## src/rtl/bcd_gray_pkg.sv

```systemverilog
// Shared types and helpers for the BCD-to-Gray pipeline.
package bcd_gray_pkg;

    typedef enum logic [1:0] {
        IDLE = 2'd0,
        CONV = 2'd1,
        DONE = 2'd2
    } state_e;

    localparam logic MODE_DIGIT = 1'b0;
    localparam logic MODE_WORD  = 1'b1;

    function automatic logic [3:0] digit_to_gray(input logic [3:0] d);
        return d ^ {1'b0, d[3:1]};
    endfunction

endpackage

```

## src/rtl/bcd_gray_pipe_digit.sv

```systemverilog
// Single BCD digit to 4-bit Gray code, with a flag for non-decimal codes.
module bcd_digit_gray
    import bcd_gray_pkg::*;
(
    input  logic [3:0] digit_i,
    output logic [3:0] gray_o,
    output logic       err_o
);

    assign gray_o = digit_to_gray(digit_i);
    assign err_o  = (digit_i > 4'd9);

endmodule

```

## src/rtl/bcd_gray_pipe.sv

```systemverilog
// BCD word to Gray code converter: per-digit Gray or Gray of the whole
// decimal value, with a valid/ready handshake and a saturating error count.
//
// state | meaning
// IDLE  | in_ready high, waiting for a word
// CONV  | converting; 1 cycle per-digit mode, DIGITS cycles whole-word mode
// DONE  | result held on out_* until out_ready
module bcd_gray_pipe
    import bcd_gray_pkg::*;
#(
    parameter int DIGITS = 4,
    parameter int CNT_W  = 8
) (
    input  logic                  clk,
    input  logic                  reset,
    input  logic                  in_valid,
    output logic                  in_ready,
    input  logic [4*DIGITS-1:0]   in_bcd,
    input  logic                  in_mode,
    output logic                  out_valid,
    input  logic                  out_ready,
    output logic [4*DIGITS-1:0]   out_gray,
    output logic                  out_err,
    output logic [CNT_W-1:0]      err_cnt
);

    localparam int W     = 4 * DIGITS;
    localparam int IDX_W = (DIGITS > 1) ? $clog2(DIGITS) : 1;
    localparam logic [IDX_W-1:0] LAST_IDX = IDX_W'(DIGITS - 1);

    state_e           state_q;
    logic [W-1:0]     bcd_q;
    logic             mode_q;
    logic [IDX_W-1:0] idx_q;
    logic [W-1:0]     acc_q;
    logic [W-1:0]     gray_q;
    logic             err_q;
    logic [CNT_W-1:0] err_cnt_q;

    logic [W-1:0]      digit_gray;
    logic [DIGITS-1:0] digit_err;

    for (genvar i = 0; i < DIGITS; i++) begin : g_digit
        bcd_digit_gray u_digit (
            .digit_i (bcd_q[4*i +: 4]),
            .gray_o  (digit_gray[4*i +: 4]),
            .err_o   (digit_err[i])
        );
    end

    logic         any_err;
    logic         last_conv;
    logic [3:0]   cur_digit;
    logic [W-1:0] acc_d;
    logic [W-1:0] word_gray;
    logic [W-1:0] result_d;

    // Whole-word mode walks the digits MSD first; the down-counter is the digit index.
    always_comb begin
        any_err   = |digit_err;
        last_conv = (idx_q == '0);
        cur_digit = 4'(bcd_q >> {idx_q, 2'b00});
        acc_d     = acc_q * W'(10) + W'(cur_digit);
        word_gray = acc_d ^ (acc_d >> 1);
        result_d  = '0;
        if (!any_err) begin
            result_d = (mode_q == MODE_WORD) ? word_gray : digit_gray;
        end
    end

    always_ff @(posedge clk) begin
        if (reset) begin
            state_q   <= IDLE;
            bcd_q     <= '0;
            mode_q    <= MODE_DIGIT;
            idx_q     <= '0;
            acc_q     <= '0;
            gray_q    <= '0;
            err_q     <= 1'b0;
            err_cnt_q <= '0;
        end else begin
            case (state_q)
                IDLE: begin
                    if (in_valid) begin
                        bcd_q   <= in_bcd;
                        mode_q  <= in_mode;
                        idx_q   <= (in_mode == MODE_WORD) ? LAST_IDX : '0;
                        acc_q   <= '0;
                        state_q <= CONV;
                    end
                end
                CONV: begin
                    acc_q <= acc_d;
                    if (last_conv) begin
                        gray_q  <= result_d;
                        err_q   <= any_err;
                        state_q <= DONE;
                    end else begin
                        idx_q <= idx_q - 1'b1;
                    end
                end
                DONE: begin
                    if (out_ready) begin
                        gray_q  <= '0;
                        err_q   <= 1'b0;
                        state_q <= IDLE;
                        if (err_q && (err_cnt_q != '1)) begin
                            err_cnt_q <= err_cnt_q + 1'b1;
                        end
                    end
                end
                default: state_q <= IDLE;
            endcase
        end
    end

    assign in_ready  = (state_q == IDLE) && !reset;
    assign out_valid = (state_q == DONE) && !reset;
    assign out_gray  = out_valid ? gray_q : '0;
    assign out_err   = out_valid && err_q;
    assign err_cnt   = err_cnt_q;

endmodule

```

## config.mk

```make
export PLATFORM = sky130hd
export DESIGN_NAME = bcd_gray_pipe
export DESIGN_NICKNAME = d
export VERILOG_FILES = /design/src/rtl/bcd_gray_pkg.sv /design/src/rtl/bcd_gray_pipe_digit.sv /design/src/rtl/bcd_gray_pipe.sv
export SDC_FILE = /design/constraint.sdc
export NUM_CORES = 1
export LEC_CHECK = 0
export ABC_AREA = 1
export CELL_PAD_IN_SITES_DETAIL_PLACEMENT = 1
export CELL_PAD_IN_SITES_GLOBAL_PLACEMENT = 2
export CORE_MARGIN = 2
export CORE_UTILIZATION = 32
export CTS_BUF_LIST = sky130_fd_sc_hd__clkbuf_4 sky130_fd_sc_hd__clkbuf_8
export DETAILED_ROUTE_END_ITERATION = 8
export PLACE_DENSITY = 0.78
export RECOVER_POWER = 25
export SLEW_MARGIN = 20
export SYNTH_ARGS = -nofsm -noshare
export SYNTH_HDL_FRONTEND = slang
export SYNTH_SLANG_ARGS = --single-unit
```

## constraint.sdc

```tcl
create_clock -name clk -period 3.45 [get_ports clk]
set_input_delay 0.345 -clock clk [delete_from_list [all_inputs] [get_ports clk]]
set_output_delay 0.345 -clock clk [all_outputs]
set_load 0.01 [all_outputs]
```

==> metrics <==
DIE HEIGHT=121 um; cells on worst reg2reg path=15; Max VDD drop=between 200 and 250 uV; Post-DP HPWL=between 10 and 15 mm; DIE WIDTH=121 um; reg2reg end=gray_q[11]$_SDFFE_PP0P_; Setup Crit Path Kind=register to register; CTS Sinks=61; Final setup viols=0; Worst-path clk slew=~0.07 ns; total grt overflow=0; hold buffers post-CTS=0; initial antenna violation count=0; number of diodes=0; CP Capture Type=register; Mapped Cells=between 600 and 700; Routed WL=13.4 mm; TritonCTS Buffers=9; Final Hold Viols=0; worst hold-check path type=register to register; worst hold margin=0.477 ns; Power Density=379 nW/um^2; Area growth syn-to-layout=19.7%; DRC violations left=0; # Post-CTS Setup Buffers=0; Tcrit/Tclk final=89.9%; Reg2Reg Launch Point=acc_q[1]$_SDFFE_PP0P_; Final ANT Viol Nets=0; routed wl met2=6.07 mm; Setup TNS Final=0 ns; Boundary Pins=48; WL/cell=15.1 um; data arrival time of the critical path=around 3.3 ns; Post-Route M1 WL=6.84 mm; Mapped Area=4360 sq um; status=complete, no violations; largest net degree at the start of global routing=35; top layer in use=met4; Synthesis Warnings=0; final setup skew=0.00540 ns; proportion of layout cells with a drive suffix above 1=7.01%; Worst-Skew Late Latency=~0.37 ns; ys async rst share=0%; Main synth FF type=dfxtp_1; crit start category=register; Yosys reg bits=61; first-pass GRT wire length=22.1 mm; post-synthesis sequential area ratio=between 20 and 30%; R2R setup slack=0.35 ns; Pleak=around 2.3 nW; number of global-route vias before repair=4434; WP data required=3.69 ns; Netlist cell types=35; hold path cells=2; CTS root buffer=clkbuf_8; RSZ-0062 raised after global routing=no; num rows=between 40 and 50; Hold Startpoint=gray_q[7]$_SDFFE_PP0P_; # Max-Cap Violations=0; largest fanout on the critical path=4; Vias=about 4400; Starting Density=32.8%; Slew @ Worst Pin=0.819 ns; number of port buffers=47; Fillers=1753; Via-to-Cell Ratio=4.91; Max Root-Sink Buffers=2; Core Area=13300 sq um; CTS tree=done; final slew viol count=0; CTS H-tree depth=3; worst rel slew slack=45.3%; Net count, final=775; CTS resizes=0; total track usage=19.3%; Syn Area/Cell=6.55 sq um; Met3 Wirelength=between 300 and 400 um; Final min period=~3.1 ns; Worst Setup SP=acc_q[1]$_SDFFE_PP0P_; gpl congestion=around 0.86; Hold Path Sink=gray_q[7]$_SDFFE_PP0P_; DRT iter0 DRCs=approximately 220; DIE AREA=14600 sq um; First-pass DRT Iterations=4; Mapped Nets=733; EDFF count, synth=0; fmax=323 MHz
==> Yosys cell counts (2+ instances only) <==
library cell    n  area share, %
nor2_4          2           0.52
nand2_2         7            1.0
inv_1          95            8.2
clkinv_1        3           0.26
fa_1            2           0.92
o21ai_0        58            6.7
o2111ai_1       3           0.60
nor3_1          2           0.23
nand3_1        33            3.8
dfxtp_1        61             28
a211oi_1        2           0.34
a21oi_1        77            8.8
o21ai_1         2           0.23
buf_1           2           0.17
nand2_1       147             13
nor2_1         62            5.3
xor2_1         11            2.2
nor2_2          4           0.57
nand3_2         3           0.69
ha_1           44             13
clkbuf_1       17            1.5
nand4_1         8            1.1
inv_2           7           0.60
a21oi_2         3           0.60
==> flip-flops by register name (all words and copies together) (netlist names) <==
name,count
acc_q,15
bcd_q,16
err_cnt,8
err_q,1
gray_q,16
idx_q,2
mode_q,1
state_q,2
==> metal layers <==
layer | up-vias | global-route usage, %
li1 | 2228 | -
met1 | 2083 | 26.1
met2 | 44 | 31.0
met3 | 11 | 4.01
met4 | 0 | 5.38
met5 | - | 0
==> how the worst max path moves through the flow <==
stage,to,slack (ns),depth (start not counted)
floorplan,gray_q[8]$_SDFFE_PP0P_,0.76,20
global placement,gray_q[11]$_SDFFE_PP0P_,0.38,15
detailed placement,gray_q[11]$_SDFFE_PP0P_,0.36,15
CTS,gray_q[11]$_SDFFE_PP0P_,0.32,15
global route,gray_q[12]$_SDFFE_PP0P_,0.07,19
finish,gray_q[11]$_SDFFE_PP0P_,0.35,15
==> report_power, final <==
part | internal [W] | switching [W] | total (W)
clock network | 0.000400 | 0.000305 | 0.000704
registers | 0.000753 | 0.0000440 | 0.000797
logic | 0.000161 | 0.000314 | 0.000475
total | 0.00131 | 0.000663 | 0.00198
==> kinds of logic after synthesis <==
logic type / count (synthesis) / share of synthesized area, %
simple gates: 272 / 26.8
compound gates: 149 / 17.9
buf+inv: 125 / 10.8
flops: 61 / 28.0
fa+ha+maj: 46 / 13.5
xor+xnor: 13 / 2.95
==> critical path, stage by stage, from the launching register on <==
cell	delay, ns
dfxtp_1	0.42
ha_1	0.27
ha_1	0.28
fa_1	0.47
nand2_1	0.14
inv_2	0.05
nor2_2	0.14
nand3_2	0.13
nor2_2	0.20
nand3_4	0.12
nor2_4	0.14
xor2_2	0.26
xor2_1	0.17
nand2_1	0.06
nand2_1	0.06
a21oi_1	0.06
==> through the flow <==
step | cell area [sq um] | cells | setup WS (ns) | utilization, % | power (W)
after CTS | 5220 | 889 | 0.320 | 39.3 | 0.00200
after global placement | 5010 | 873 | 0.382 | 37.7 | 0.00128
after detailed placement | 5010 | 873 | 0.357 | 37.7 | 0.00129
final | 5220 | 889 | 0.349 | 39.3 | 0.00198
after global routing | 5220 | 889 | 0.0715 | 39.3 | 0.00209
after floorplan | 4360 | 666 | 0.760 | - | 0.00111
==> cell type report <==
cell class | instances | area (sq um) | area share [%]
Clock buffer | 13 | 173 | 3.31
Clock inverter | 3 | 42.5 | 0.815
Inverter | 105 | 394 | 7.55
Multi-Input combinational cell | 480 | 2670 | 51.1
Sequential cell | 61 | 1220 | 23.4
Tap cell | 176 | 220 | 4.22
Timing Repair Buffer | 51 | 500 | 9.59
==> cells in the final DEF (no fill, tap or decap), drive strengths merged, types with 2 or more instances in the layout <==
master	n
o2111ai	3
a211oi	2
nor2	68
nand4	8
clkdlybuf4s50	38
nor3	2
inv	102
dfxtp	61
dlygate4sd3	9
clkbuf	13
clkinv	4
a21oi	80
buf	4
nand3	37
fa	2
ha	44
xor2	12
nand2	154
o21ai	60
(Power assumes the default switching activity.)
